$ cat src/rtl/keypad_scan.sv
// 4x4 matrix keypad scanner: active-low row drive, synchronized and debounced column read, one code per press.
// Optional macro KEYPAD_NUM_BUF_EN adds a 4-digit BCD entry buffer on num_out.
module keypad_scan #(
  parameter int SCAN_DIV = 4,
  parameter int DEB_CNT  = 3
) (
  input  logic        clk,
  input  logic        rst_n,
  input  logic [3:0]  col,
  output logic [3:0]  row,
  output logic [3:0]  key_code,
  output logic        key_valid,
  output logic        key_held,
  output logic [15:0] num_out
);

  localparam int CW = (SCAN_DIV > 1) ? $clog2(SCAN_DIV) : 1;
  localparam int DW = $clog2(DEB_CNT + 1);
  localparam logic [CW-1:0] DIV_LAST = CW'(SCAN_DIV - 1);
  localparam logic [DW-1:0] DEB_LAST = DW'(DEB_CNT);
  localparam logic [DW-1:0] REL_LAST = DW'(DEB_CNT - 1);

  typedef enum logic [1:0] {
    SCAN     = 2'd0,
    DEBOUNCE = 2'd1,
    HOLD     = 2'd2
  } state_t;

  state_t        state_r, state_s;
  logic [3:0]    col_meta_r, col_sync_r;
  logic [1:0]    row_idx_r, row_idx_s;
  logic [3:0]    row_s;
  logic [CW-1:0] dwell_r, dwell_s;
  logic [DW-1:0] deb_r, deb_s;
  logic [3:0]    cand_r, cand_s;
  logic [1:0]    col_idx_r, col_idx_s;
  logic [3:0]    code_s;
  logic          valid_s, held_s;

  // Lowest-index low column wins when several are pressed together.
  function automatic logic [1:0] low_col(input logic [3:0] c);
    if (!c[0])      return 2'd0;
    else if (!c[1]) return 2'd1;
    else if (!c[2]) return 2'd2;
    else            return 2'd3;
  endfunction

  // Two-flop synchronizer for the asynchronous column inputs.
  always_ff @(posedge clk or negedge rst_n) begin
    if (!rst_n) begin
      col_meta_r <= 4'hF;
      col_sync_r <= 4'hF;
    end else begin
      col_meta_r <= col;
      col_sync_r <= col_meta_r;
    end
  end

  // Next-state and output logic for the scan/debounce/hold sequencer.
  always_comb begin
    state_s   = state_r;
    row_idx_s = row_idx_r;
    row_s     = row;
    dwell_s   = dwell_r;
    deb_s     = deb_r;
    cand_s    = cand_r;
    col_idx_s = col_idx_r;
    code_s    = key_code;
    valid_s   = 1'b0;
    held_s    = key_held;
    case (state_r)
      SCAN: begin
        if (dwell_r == DIV_LAST) begin
          dwell_s = {CW{1'b0}};
          if (col_sync_r != 4'hF) begin
            cand_s    = col_sync_r;
            col_idx_s = low_col(col_sync_r);
            deb_s     = {DW{1'b0}};
            state_s   = DEBOUNCE;
          end else begin
            row_idx_s = row_idx_r + 2'd1;
            row_s     = {row[2:0], row[3]};
          end
        end else begin
          dwell_s = dwell_r + {{(CW-1){1'b0}}, 1'b1};
        end
      end
      DEBOUNCE: begin
        if (col_sync_r != cand_r) begin
          dwell_s = {CW{1'b0}};
          state_s = SCAN;
        end else if (deb_r == DEB_LAST) begin
          code_s  = {row_idx_r, col_idx_r};
          valid_s = 1'b1;
          held_s  = 1'b1;
          deb_s   = {DW{1'b0}};
          state_s = HOLD;
        end else begin
          deb_s = deb_r + {{(DW-1){1'b0}}, 1'b1};
        end
      end
      HOLD: begin
        // deb_r doubles as the release counter here.
        if (col_sync_r != 4'hF) begin
          deb_s = {DW{1'b0}};
        end else if (deb_r == REL_LAST) begin
          held_s    = 1'b0;
          deb_s     = {DW{1'b0}};
          dwell_s   = {CW{1'b0}};
          row_idx_s = row_idx_r + 2'd1;
          row_s     = {row[2:0], row[3]};
          state_s   = SCAN;
        end else begin
          deb_s = deb_r + {{(DW-1){1'b0}}, 1'b1};
        end
      end
      default: begin
        dwell_s   = {CW{1'b0}};
        deb_s     = {DW{1'b0}};
        row_idx_s = 2'd0;
        row_s     = 4'b1110;
        held_s    = 1'b0;
        state_s   = SCAN;
      end
    endcase
  end

  // Sequencer state and registered outputs.
  always_ff @(posedge clk or negedge rst_n) begin
    if (!rst_n) begin
      state_r   <= SCAN;
      row_idx_r <= 2'd0;
      row       <= 4'b1110;
      dwell_r   <= {CW{1'b0}};
      deb_r     <= {DW{1'b0}};
      cand_r    <= 4'hF;
      col_idx_r <= 2'd0;
      key_code  <= 4'h0;
      key_valid <= 1'b0;
      key_held  <= 1'b0;
    end else begin
      state_r   <= state_s;
      row_idx_r <= row_idx_s;
      row       <= row_s;
      dwell_r   <= dwell_s;
      deb_r     <= deb_s;
      cand_r    <= cand_s;
      col_idx_r <= col_idx_s;
      key_code  <= code_s;
      key_valid <= valid_s;
      key_held  <= held_s;
    end
  end

`ifdef KEYPAD_NUM_BUF_EN
  logic [15:0] num_r, num_s;

  // Entry-buffer edit: digits shift in, B deletes the last digit, C clears.
  always_comb begin
    num_s = num_r;
    if (valid_s) begin
      case (code_s)
        4'h0, 4'h1, 4'h2, 4'h3, 4'h4,
        4'h5, 4'h6, 4'h7, 4'h8, 4'h9: num_s = {num_r[11:0], code_s};
        4'hB:                         num_s = {4'h0, num_r[15:4]};
        4'hC:                         num_s = 16'h0000;
        default:                      num_s = num_r;
      endcase
    end else begin
      num_s = num_r;
    end
  end

  // Entry-buffer register.
  always_ff @(posedge clk or negedge rst_n) begin
    if (!rst_n) num_r <= 16'h0000;
    else        num_r <= num_s;
  end

  assign num_out = num_r;
`else
  assign num_out = 16'h0000;
`endif

endmodule
$ cat config.mk
export PLATFORM = sky130hd
export DESIGN_NAME = keypad_scan
export DESIGN_NICKNAME = d
export VERILOG_FILES = /design/src/rtl/keypad_scan.sv
export SDC_FILE = /design/constraint.sdc
export NUM_CORES = 1
export LEC_CHECK = 0
export CAP_MARGIN = 20
export CELL_PAD_IN_SITES_DETAIL_PLACEMENT = 0
export CELL_PAD_IN_SITES_GLOBAL_PLACEMENT = 1
export CORE_UTILIZATION = 43
export CTS_CLUSTER_DIAMETER = 100
export DETAILED_ROUTE_END_ITERATION = 6
export HOLD_SLACK_MARGIN = 0.15
export PLACE_DENSITY_LB_ADDON = 0.1
export SYNTH_ARGS = -nofsm -noshare
export SYNTH_HDL_FRONTEND = slang
export SYNTH_SLANG_ARGS = --single-unit
export TNS_END_PERCENT = 5
$ cat constraint.sdc
create_clock -name clk -period 3.05 [get_ports clk]
set_input_delay 0.4575 -clock clk [delete_from_list [all_inputs] [get_ports clk]]
set_output_delay 0.4575 -clock clk [all_outputs]
set_load 0.1 [all_outputs]
==> metrics.yaml <==
final_layout:
  syn2layout_area_growth_pct: 12.7
  final_core_util_pct: 52.3
  drive_gt1_share_pct: 30.1
  regArea_um2: 820
  nets: 169
  diodes: 0
  multiInputGateArea_um2: 669
  final_cells: 202
  nFillCells: 318
power_and_ir_drop:
  p_int_mw: 0.994
  seqPwrFrac_pct: 36.8
  p_comb_share_pct: 44.1
  p_leak_nw: 0.873
  pwr-share-clk_pct: 19.1
  power_switching_share_pct: 42.5
  power_mw: 1.73
  peakVddDrop_mv: 0.695
  power_switching_mw: 0.733
  p_per_area_nw_per_um2: 952
placement:
  dpl.hpwl_um: 1810
  place_inst: 194
  gp_congestion: 0.790
  io_buffers: 15
clock_network:
  cts_root_buffer: "clkbuf_8"
  clk_pin_slew_ps: 60
  ctsResizeCount: 0
  ctsHoldBuffers: 0
  clock-sinks: 32
  cts.path.max_buffers: 2
  cts_tree: "done"
  htree_levels: 2
  clkLatencyLatePin_ps: 280
  cts_made_buffers: 5
  postCtsSetupBuffers: 0
sta:
  finalSetupTns_ps: 0
  setup_viol: 0
  fin_crit_ps: 1900
  clock_skew_ps: 7.66
  rsz0062_at_grt: "no"
  hold_viol_final: 0
  slew_viol_final: 0
  fmax_ghz: 0.527
  fin_crit_sh_pct: 62.2
routing:
  drc: 0
  drtAntennaViolNets: 0
  via_count: 968
  drt_wl_total_um: 2550
  vias_per_cell: 4.79
  first_pass_iters: 4
  drtIter0Drc: 47
  wl_per_cell_um: 12.6
critical_path:
  r2r_cells: 4
  path_buf_inv: 0
  cpMaxStageDelayCell: "dfstp_2"
  cp_max_fo: 6
  path_cells: "and4_1 -> a21boi_2 -> nor3_4 -> mux2_1"
  startpoint_type: "flop"
  r2r_start: "col_sync_r[0]$_DFF_PN1_"
  critical_path_arrival_ps: 2060
  cp-end-kind: "flop"
  required_ps: 3210
  r2r_slack_ps: 1150
  slowest_delay_ps: 580
  path_delay_family: "simple AND/OR/NAND/NOR gates"
  r2r_end: "row[0]$_DFFE_PN0P_"
  crit_type: "reg2reg"
worst_hold_path:
  holdPathStages: 0
  min_to: "col_sync_r[2]$_DFF_PN1_"
  min_from: "col_meta_r[2]$_DFF_PN1_"
  hold_class: "reg2reg"
run_status:
  outcome: "completed"
die:
  core_um2: 3470
  die_y_um: 63.2
  io_pins: 32
  die_w_um: 63.2
  rows: 21
  floorplan.initialDensity_pct: 46.4
  die_area_um2: 3990
logic_synthesis:
  yosys_warnings: 0
  ys_ff_latch: 32
  synthArstFlopShare_pct: 100
  synthFlopType: "dfrtp_1"
  synth_edf_count: 0
  synth_cells: 136
  syn_area_um2: 1610
  ys_seq_area_share_pct: 50.9
  ys_types: 34
  avgSynthCellArea_um2: 11.8
job:
  maxCapViolations: 0
global_route:
  grt_max_degree: 33
  grt_pass1_vias: 983
  grt_pass1_wl_um: 4650
  overflow: 0
  met1_usage_pct: 19.8
  global_route.usage.met2_pct: 23.3
  antenna_found_initial: 0
  gr-max-usage-layer: "met2"
  use_met3_pct: 4.89
  grt_usage_pct: 15.4
==> layout make-up <==
class | instances | share of cell area [%]
Inverter | 12 | 2.48
Multi-Input combinational cell | 88 | 36.9
Clock buffer | 8 | 4.97
Sequential cell | 32 | 45.2
Timing Repair Buffer | 16 | 7.31
Tap cell | 46 | 3.17
==> cell usage after synthesis, types with 2 or more instances <==
master	instances	area [um2]
a21oi_1	3	15.0
buf_4	16	120
clkbuf_1	2	7.51
dfrtp_1	17	425
dfstp_2	15	394
ha_1	8	100
inv_1	12	45.0
mux2_1	2	22.5
mux2_2	10	113
mux2i_1	5	50.1
nand2_1	7	26.3
nor2_1	6	22.5
nor2b_1	2	12.5
nor3b_1	3	22.5
o21ai_0	5	25.0
o2bb2ai_1	2	17.5
xor2_1	4	35.0
==> registers in the layout, indices dropped and copies added (netlist names) <==
name and count:
cand_r 4, col_idx_r 2, col_meta_r 4, col_sync_r 4, deb_r 2, dwell_r 2
key_code 4, key_held 1, key_valid 1, row 4, row_idx_r 2, state_r 2
==> worst max-delay path by stage <==
stage | startpoint | cells past startpoint | slack (ps) | end
6_report | col_sync_r[0]$_DFF_PN1_ | 4 | 1150 | row[0]$_DFFE_PN0P_
5_1_grt | state_r[0]$_DFFE_PN0P_ | 6 | 1040 | state_r[0]$_DFFE_PN0P_
4_1_cts | col_sync_r[0]$_DFF_PN1_ | 4 | 1160 | row[0]$_DFFE_PN0P_
3_5_place_dp | col_sync_r[0]$_DFF_PN1_ | 4 | 1180 | row_idx_r[0]$_DFFE_PN0P_
3_3_place_gp | col_sync_r[0]$_DFF_PN1_ | 4 | 1190 | row[0]$_DFFE_PN0P_
2_1_floorplan | state_r[0]$_DFFE_PN0P_ | 7 | 1300 | state_r[0]$_DFFE_PN0P_
==> placed cells by master (no fill, tap or decap), types with 2 or more instances in the layout <==
cell             synthesis  layout
buf_4                   16      11
clkbuf_8                 0       6
o21ai_0                  5       5
mux2_1                   2       2
inv_1                   12      12
dfrtp_1                 17      17
clkbuf_1                 2       2
nor2_1                   6       6
conb_1                   1      16
mux2i_1                  5       5
a21oi_1                  3       3
nor3b_1                  3       3
mux2_2                  10      10
ha_1                     8       8
clkdlybuf4s50_1          0       5
nor2b_1                  2       2
nand2_1                  7       7
dfstp_2                 15      15
xor2_1                   4       4
o2bb2ai_1                2       2
==> metrics by stage <==
| stage | hold slack, ps | setup WS, ps | area [um2] |
|---|---|---|---|
| 5_1_grt | 363 | 1040 | 1810 |
| 2_1_floorplan | 162 | 1300 | 1670 |
| 3_5_place_dp | 347 | 1180 | 1720 |
| 3_3_place_gp | 346 | 1190 | 1720 |
| 6_report | 355 | 1150 | 1810 |
| 4_1_cts | 356 | 1160 | 1810 |
==> cell families after synthesis <==
family                     after synthesis  synth area share, %
adders and majority gates                8                 6.22
AOI/OAI and AO/OA                       19                 8.55
buffers and inverters                   31                 11.0
xor gates and xnor gates                 4                 2.18
other                                    1                0.233
DFF                                     32                 50.9
and+or+nand+nor                         24                 9.40
muxes                                   17                 11.5
==> metal layers <==
layer  vias up  wire [um]
li1        462          -
met4         0         50
met2        40       1120
met1       460       1220
met3         6        154
met5         -          0
==> power by group through the flow <==
stage / Combinational (mW) / Clock [mW] / Sequential, mW
floorplan: 0.486 / 0 / 0.793
global placement: 0.752 / 0 / 0.638
detailed placement: 0.759 / 0 / 0.643
CTS: 0.763 / 0.344 / 0.636
global route: 0.824 / 0.361 / 0.655
finish: 0.762 / 0.331 / 0.635
Note: power is estimated with default switching activity, not from simulation.
